===== src/rtl/adder_tree_pkg.sv =====
// Shared types and width helpers for the CSA adder tree and its loader.
// Keeps word/frame widths in one place so both sides agree.
package adder_tree_pkg;

    localparam int TREE_DATA_W = 3;
    localparam int TREE_DATA_N = 9;

    typedef logic [TREE_DATA_W-1:0] word_t;
    // Word 0 sits in the most significant position of the packed frame.
    typedef logic [0:TREE_DATA_N-1][TREE_DATA_W-1:0] frame_t;

    typedef enum logic {
        FILL = 1'b0,
        WAIT = 1'b1
    } loader_state_t;

    function automatic int cnt_w(input int n);
        return $clog2(n + 1);
    endfunction

endpackage


===== src/rtl/adder_tree_loader_oslot.sv =====
// Registered valid/ready output slot holding one frame and its word count.
// The parent only asserts load when the slot is empty or draining this cycle.
module adder_tree_loader_oslot
    import adder_tree_pkg::*;
#(
    parameter int DATA_W = TREE_DATA_W,
    parameter int DATA_N = TREE_DATA_N,
    parameter int CNT_W  = cnt_w(TREE_DATA_N)
) (
    input  logic                     clk,
    input  logic                     rst,
    input  logic                     load,
    input  logic [DATA_N*DATA_W-1:0] load_data,
    input  logic [CNT_W-1:0]         load_count,
    input  logic                     i_ready,
    output logic                     o_valid,
    output logic [DATA_N*DATA_W-1:0] o_data,
    output logic [CNT_W-1:0]         o_count
);

    always_ff @(posedge clk or posedge rst) begin
        if (rst) begin
            o_valid <= 1'b0;
            o_data  <= '0;
            o_count <= '0;
        end else if (load) begin
            // Covers drain-and-reload in the same cycle: valid stays high.
            o_valid <= 1'b1;
            o_data  <= load_data;
            o_count <= load_count;
        end else if (i_ready) begin
            o_valid <= 1'b0;
        end
    end

endmodule


===== src/rtl/adder_tree_loader.sv =====
// Serial-to-frame loader feeding the CSA adder tree through a registered slot.
// Optional partial frames via i_last when ADDER_TREE_LOADER_LAST_EN is defined.
module adder_tree_loader
    import adder_tree_pkg::*;
#(
    parameter  int DATA_W = TREE_DATA_W,
    parameter  int DATA_N = TREE_DATA_N,
    localparam int CNT_W  = cnt_w(DATA_N)
) (
    input  logic                     clk,
    input  logic                     rst,
    input  logic                     i_valid,
    output logic                     o_ready,
    input  logic [DATA_W-1:0]        i_data,
`ifdef ADDER_TREE_LOADER_LAST_EN
    input  logic                     i_last,
`endif
    output logic                     o_valid,
    input  logic                     i_ready,
    output logic [DATA_N*DATA_W-1:0] o_data,
    output logic [CNT_W-1:0]         o_count
);

    localparam int IDX_W = $clog2(DATA_N);

    typedef logic [0:DATA_N-1][DATA_W-1:0] fr_t;

    loader_state_t    state_q, state_d;
    logic [IDX_W-1:0] idx_q, idx_d;
    fr_t              buf_q;
    fr_t              wr_buf;
    fr_t              load_frame;
    logic [CNT_W-1:0] load_cnt;
    logic             rdy_q;
    logic             accept;
    logic             last_w;
    logic             frame_done;
    logic             slot_free;
    logic             load;

`ifdef ADDER_TREE_LOADER_LAST_EN
    assign last_w = i_last;
`else
    assign last_w = 1'b0;
`endif

    assign o_ready    = rdy_q && (state_q == FILL);
    assign accept     = i_valid && o_ready;
    assign frame_done = accept && ((idx_q == IDX_W'(DATA_N - 1)) || last_w);
    assign slot_free  = !o_valid || i_ready;

    // In FILL idx points at the incoming word; in WAIT it points at the last
    // stored word. Either way the frame holds idx+1 real words.
    assign load_cnt = CNT_W'(idx_q) + CNT_W'(1);

    always_comb begin
        wr_buf = buf_q;
        if (accept) wr_buf[idx_q] = i_data;
    end

    // Slots past the real words read as zero so a partial frame sums correctly.
    always_comb begin
        load_frame = '0;
        for (int j = 0; j < DATA_N; j++) begin
            if (CNT_W'(j) < load_cnt) load_frame[j] = wr_buf[j];
        end
    end

    always_comb begin
        state_d = state_q;
        idx_d   = idx_q;
        load    = 1'b0;
        case (state_q)
            FILL: begin
                if (frame_done) begin
                    if (slot_free) begin
                        load  = 1'b1;
                        idx_d = '0;
                    end else begin
                        state_d = WAIT;
                    end
                end else if (accept) begin
                    idx_d = idx_q + IDX_W'(1);
                end
            end
            WAIT: begin
                if (slot_free) begin
                    load    = 1'b1;
                    idx_d   = '0;
                    state_d = FILL;
                end
            end
            default: state_d = FILL;
        endcase
    end

    always_ff @(posedge clk or posedge rst) begin
        if (rst) begin
            state_q <= FILL;
            idx_q   <= '0;
            rdy_q   <= 1'b0;
        end else begin
            state_q <= state_d;
            idx_q   <= idx_d;
            rdy_q   <= 1'b1;
        end
    end

    always_ff @(posedge clk or posedge rst) begin
        if (rst) begin
            buf_q <= '0;
        end else if (accept) begin
            buf_q[idx_q] <= i_data;
        end
    end

    adder_tree_loader_oslot #(
        .DATA_W (DATA_W),
        .DATA_N (DATA_N),
        .CNT_W  (CNT_W)
    ) u_oslot (
        .clk        (clk),
        .rst        (rst),
        .load       (load),
        .load_data  (load_frame),
        .load_count (load_cnt),
        .i_ready    (i_ready),
        .o_valid    (o_valid),
        .o_data     (o_data),
        .o_count    (o_count)
    );

endmodule

===== config.mk =====
export PLATFORM = sky130hd
export DESIGN_NAME = adder_tree_loader
export DESIGN_NICKNAME = d
export VERILOG_FILES = /design/src/rtl/adder_tree_pkg.sv /design/src/rtl/adder_tree_loader_oslot.sv /design/src/rtl/adder_tree_loader.sv
export SDC_FILE = /design/constraint.sdc
export NUM_CORES = 1
export LEC_CHECK = 0
export ABC_AREA = 1
export BUFFER_PORTS_ARGS = -buffer_cell sky130_fd_sc_hd__buf_4
export CORE_MARGIN = 3
export CORE_UTILIZATION = 55
export DETAILED_ROUTE_END_ITERATION = 10
export PLACE_DENSITY = 0.77
export SLEW_MARGIN = 30
export SYNTH_ARGS = -nofsm -noshare
export SYNTH_HDL_FRONTEND = slang
export SYNTH_SLANG_ARGS = --single-unit

===== constraint.sdc =====
create_clock -name clk -period 3.7 [get_ports clk]
set_clock_uncertainty 0.05 [all_clocks]
set_input_delay 0.37 -clock clk [delete_from_list [all_inputs] [get_ports clk]]
set_output_delay 0.37 -clock clk [all_outputs]
set_load 0.02 [all_outputs]

==> out/qor.yml <==
status: "complete, no violations"
cap_violations: 0
p_leak_uw: 0.00194
drv_slew: 0
dieArea_um2: 6400
postCtsHoldBufs: 0
final_cell_mix: "nand2_1, dfrtp_1, nand3_1"
io_pins: 40
drtIter0Drc: 180
syn_area_per_cell_um2: 8.46
post-route-min-period_ns: 2.05
slew-limit-headroom_pct: 54.2
setup_violations: 0
vias: 2428
drt_wl_total_um: 6290
cts_inserted_buffers: 9
nets: 403
drc: 0
synth_seq_cells: 65
criticalPathCategory: "reg -> reg"
post-dp-hpwl_um: 4140
cts_root_buf: "clkbuf_8"
synth_nets: 367
setup_tns_ns: 0
nFillCells: 456
p_per_area_nw_per_um2: 733
rsz0062_at_grt: "no"
end_kind: "flip-flop"
grt_antenna_before_repair: 0
ctsResizeCount: 0
area_growth_pct: 14.4
fp.coreArea_um2: 5200
clk_pin_slew_ns: 0.07
async_flop_share_pct: 100
wl_met2_um: 2890
dieWidth_um: 80.0
wl_met3_um: 344
crit_path_cell_trace: "inv_1 -> ha_1 -> nand3_4 -> nor2_8 -> nand2_4 -> nand2_8 -> inv_4 -> nand2_1 -> o21ai_0"
num_rows: 26
worst_slack_ns: 1.65
cp-start-kind: "flip-flop"
insertion_delay_ns: 0.34
cts_tree: "yes"
arrival_ns: 2.20
gp_congestion: 0.770
crit_fanout: 36
drt-met1-wl_um: 2930
crit_required_ns: 3.84
crit_slowest_cell: "dfrtp_1"
grt_pass1_vias: 2390
cpPeakStageDelay_ns: 0.46
viasPerCell: 5.22
fin_crit_sh_pct: 55.5
yosys_most_used_dff: "dfrtp_1"
topRoutingLayerUsed: "met4"
die_h_um: 80.0
n_antenna_cell: 0
dp_slack_ns: 1.67
peakVddDrop_mv: 0.370
ys_types: 25
drtPass1Iterations: 5
cts.path.max_buffers: 2
syn_area_um2: 3010
grt_pass1_wl_um: 10900
antenna_left: 0
wire_per_inst_um: 13.5
synthCells: 356
ys_warn_count: 0
drive_above_1_share_pct: 15.7
synth_edf_count: 0
overflow: 0
layout_commonest_cell: "nand2_1"
track_usage_pct: 22.2
min_path_type: "in -> async"
grt_max_degree: 54
seq_area_frac_synth_pct: 54.0
tightest_slew_ns: 0.682
post-cts-setup-buffers: 0
start_util_pct: 57.9
fmax_mhz: 487
clock_sinks: 65
hold_viol: 0
io_buffers: 39
htree_levels: 3
cell usage after synthesis, types with 2 or more instances:
library cell	n	area (um2)
o21ai_0	13	65.1
nand3_1	41	205
o21ai_2	2	17.5
nand3_4	2	35.0
o21ai_1	3	15.0
dfrtp_1	65	1630
nand2_1	162	608
nor2_1	12	45.0
buf_2	4	20.0
clkbuf_1	3	11.3
ha_1	4	50.1
buf_6	6	67.6
inv_1	16	60.1
nand4_1	12	75.1
worst max-delay path, delay by kind of cell, from the launching register on:
family / cells / cell delay (ns)
flip-flops: 1 / 0.46
AO/OA/AOI/OAI: 1 / 0.08
buffers and inverters: 2 / 0.30
adder cells (fa/ha/maj): 1 / 0.33
AND/OR/NAND/NOR: 5 / 0.68
sequential cells by signal, summed over array words and instances, names as in the netlist:
name / count
buf_q: 27
u_oslot.o_data: 27
idx_q: 4
u_oslot.o_count: 4
rdy_q: 1
state_q: 1
u_oslot.o_valid: 1
worst paths after layout:
path / cells past startpoint / end / slack, ns / from
worst max register to register: 9 / u_oslot.o_count[2]$_DFFE_PP0P_ / 1.65 / idx_q[0]$_DFFE_PP0P_
worst min register to register: 2 / buf_q[22]$_DFF_PP0_ / 0.42 / buf_q[22]$_DFF_PP0_
max in group asynchronous: 3 / idx_q[2]$_DFFE_PP0P_ / 2.90 / rst
worst max-delay path: 9 / u_oslot.o_count[2]$_DFFE_PP0P_ / 1.65 / idx_q[0]$_DFFE_PP0P_
min in group clk: 4 / state_q$_DFF_PP0_ / 0.28 / i_ready
worst min-delay path: 2 / u_oslot.o_data[16]$_DFFE_PP0P_ / 0.07 / rst
metrics by stage:
step	power [uW]	cells	util, %	hold slack [ns]	cell area (um2)
global placement	1980	451	63.0	0.399	3280
global route	2720	465	66.2	0.117	3450
detailed placement	2010	451	63.1	0.404	3280
CTS	2540	465	66.2	0.0919	3450
finish	2530	465	66.2	0.0738	3450
floorplan	1730	356	-	0.388	3010
power breakdown:
part           switching, uW  internal (uW)
Clock                    247            273
Combinational            606            309
Sequential               148            941
cell type report:
class / count / area, um2 / area share (%)
Clock buffer: 14 / 163 / 4.72
Timing Repair Buffer: 40 / 300 / 8.71
Sequential cell: 65 / 1630 / 47.2
Multi-Input combinational cell: 258 / 1200 / 34.7
Tap cell: 70 / 87.6 / 2.54
Inverter: 18 / 72.6 / 2.11
cell families after synthesis:
family	count (synthesis)	synth area share [%]
AND/OR/NAND/NOR	234	34.4
other	1	0.124
buffers and inverters	33	6.31
adder cells (fa/ha/maj)	4	1.66
flip-flops	65	54.0
AO/OA/AOI/OAI	18	3.24
XOR/XNOR	1	0.291
layer usage:
layer / global-route usage, % / vias to the layer above
met4: 10.1 / 0
met3: 4.06 / 14
met5: 0 / -
met2: 35.8 / 66
met1: 29.3 / 1138
li1: - / 1210
Power figures use the tool's default switching activity.
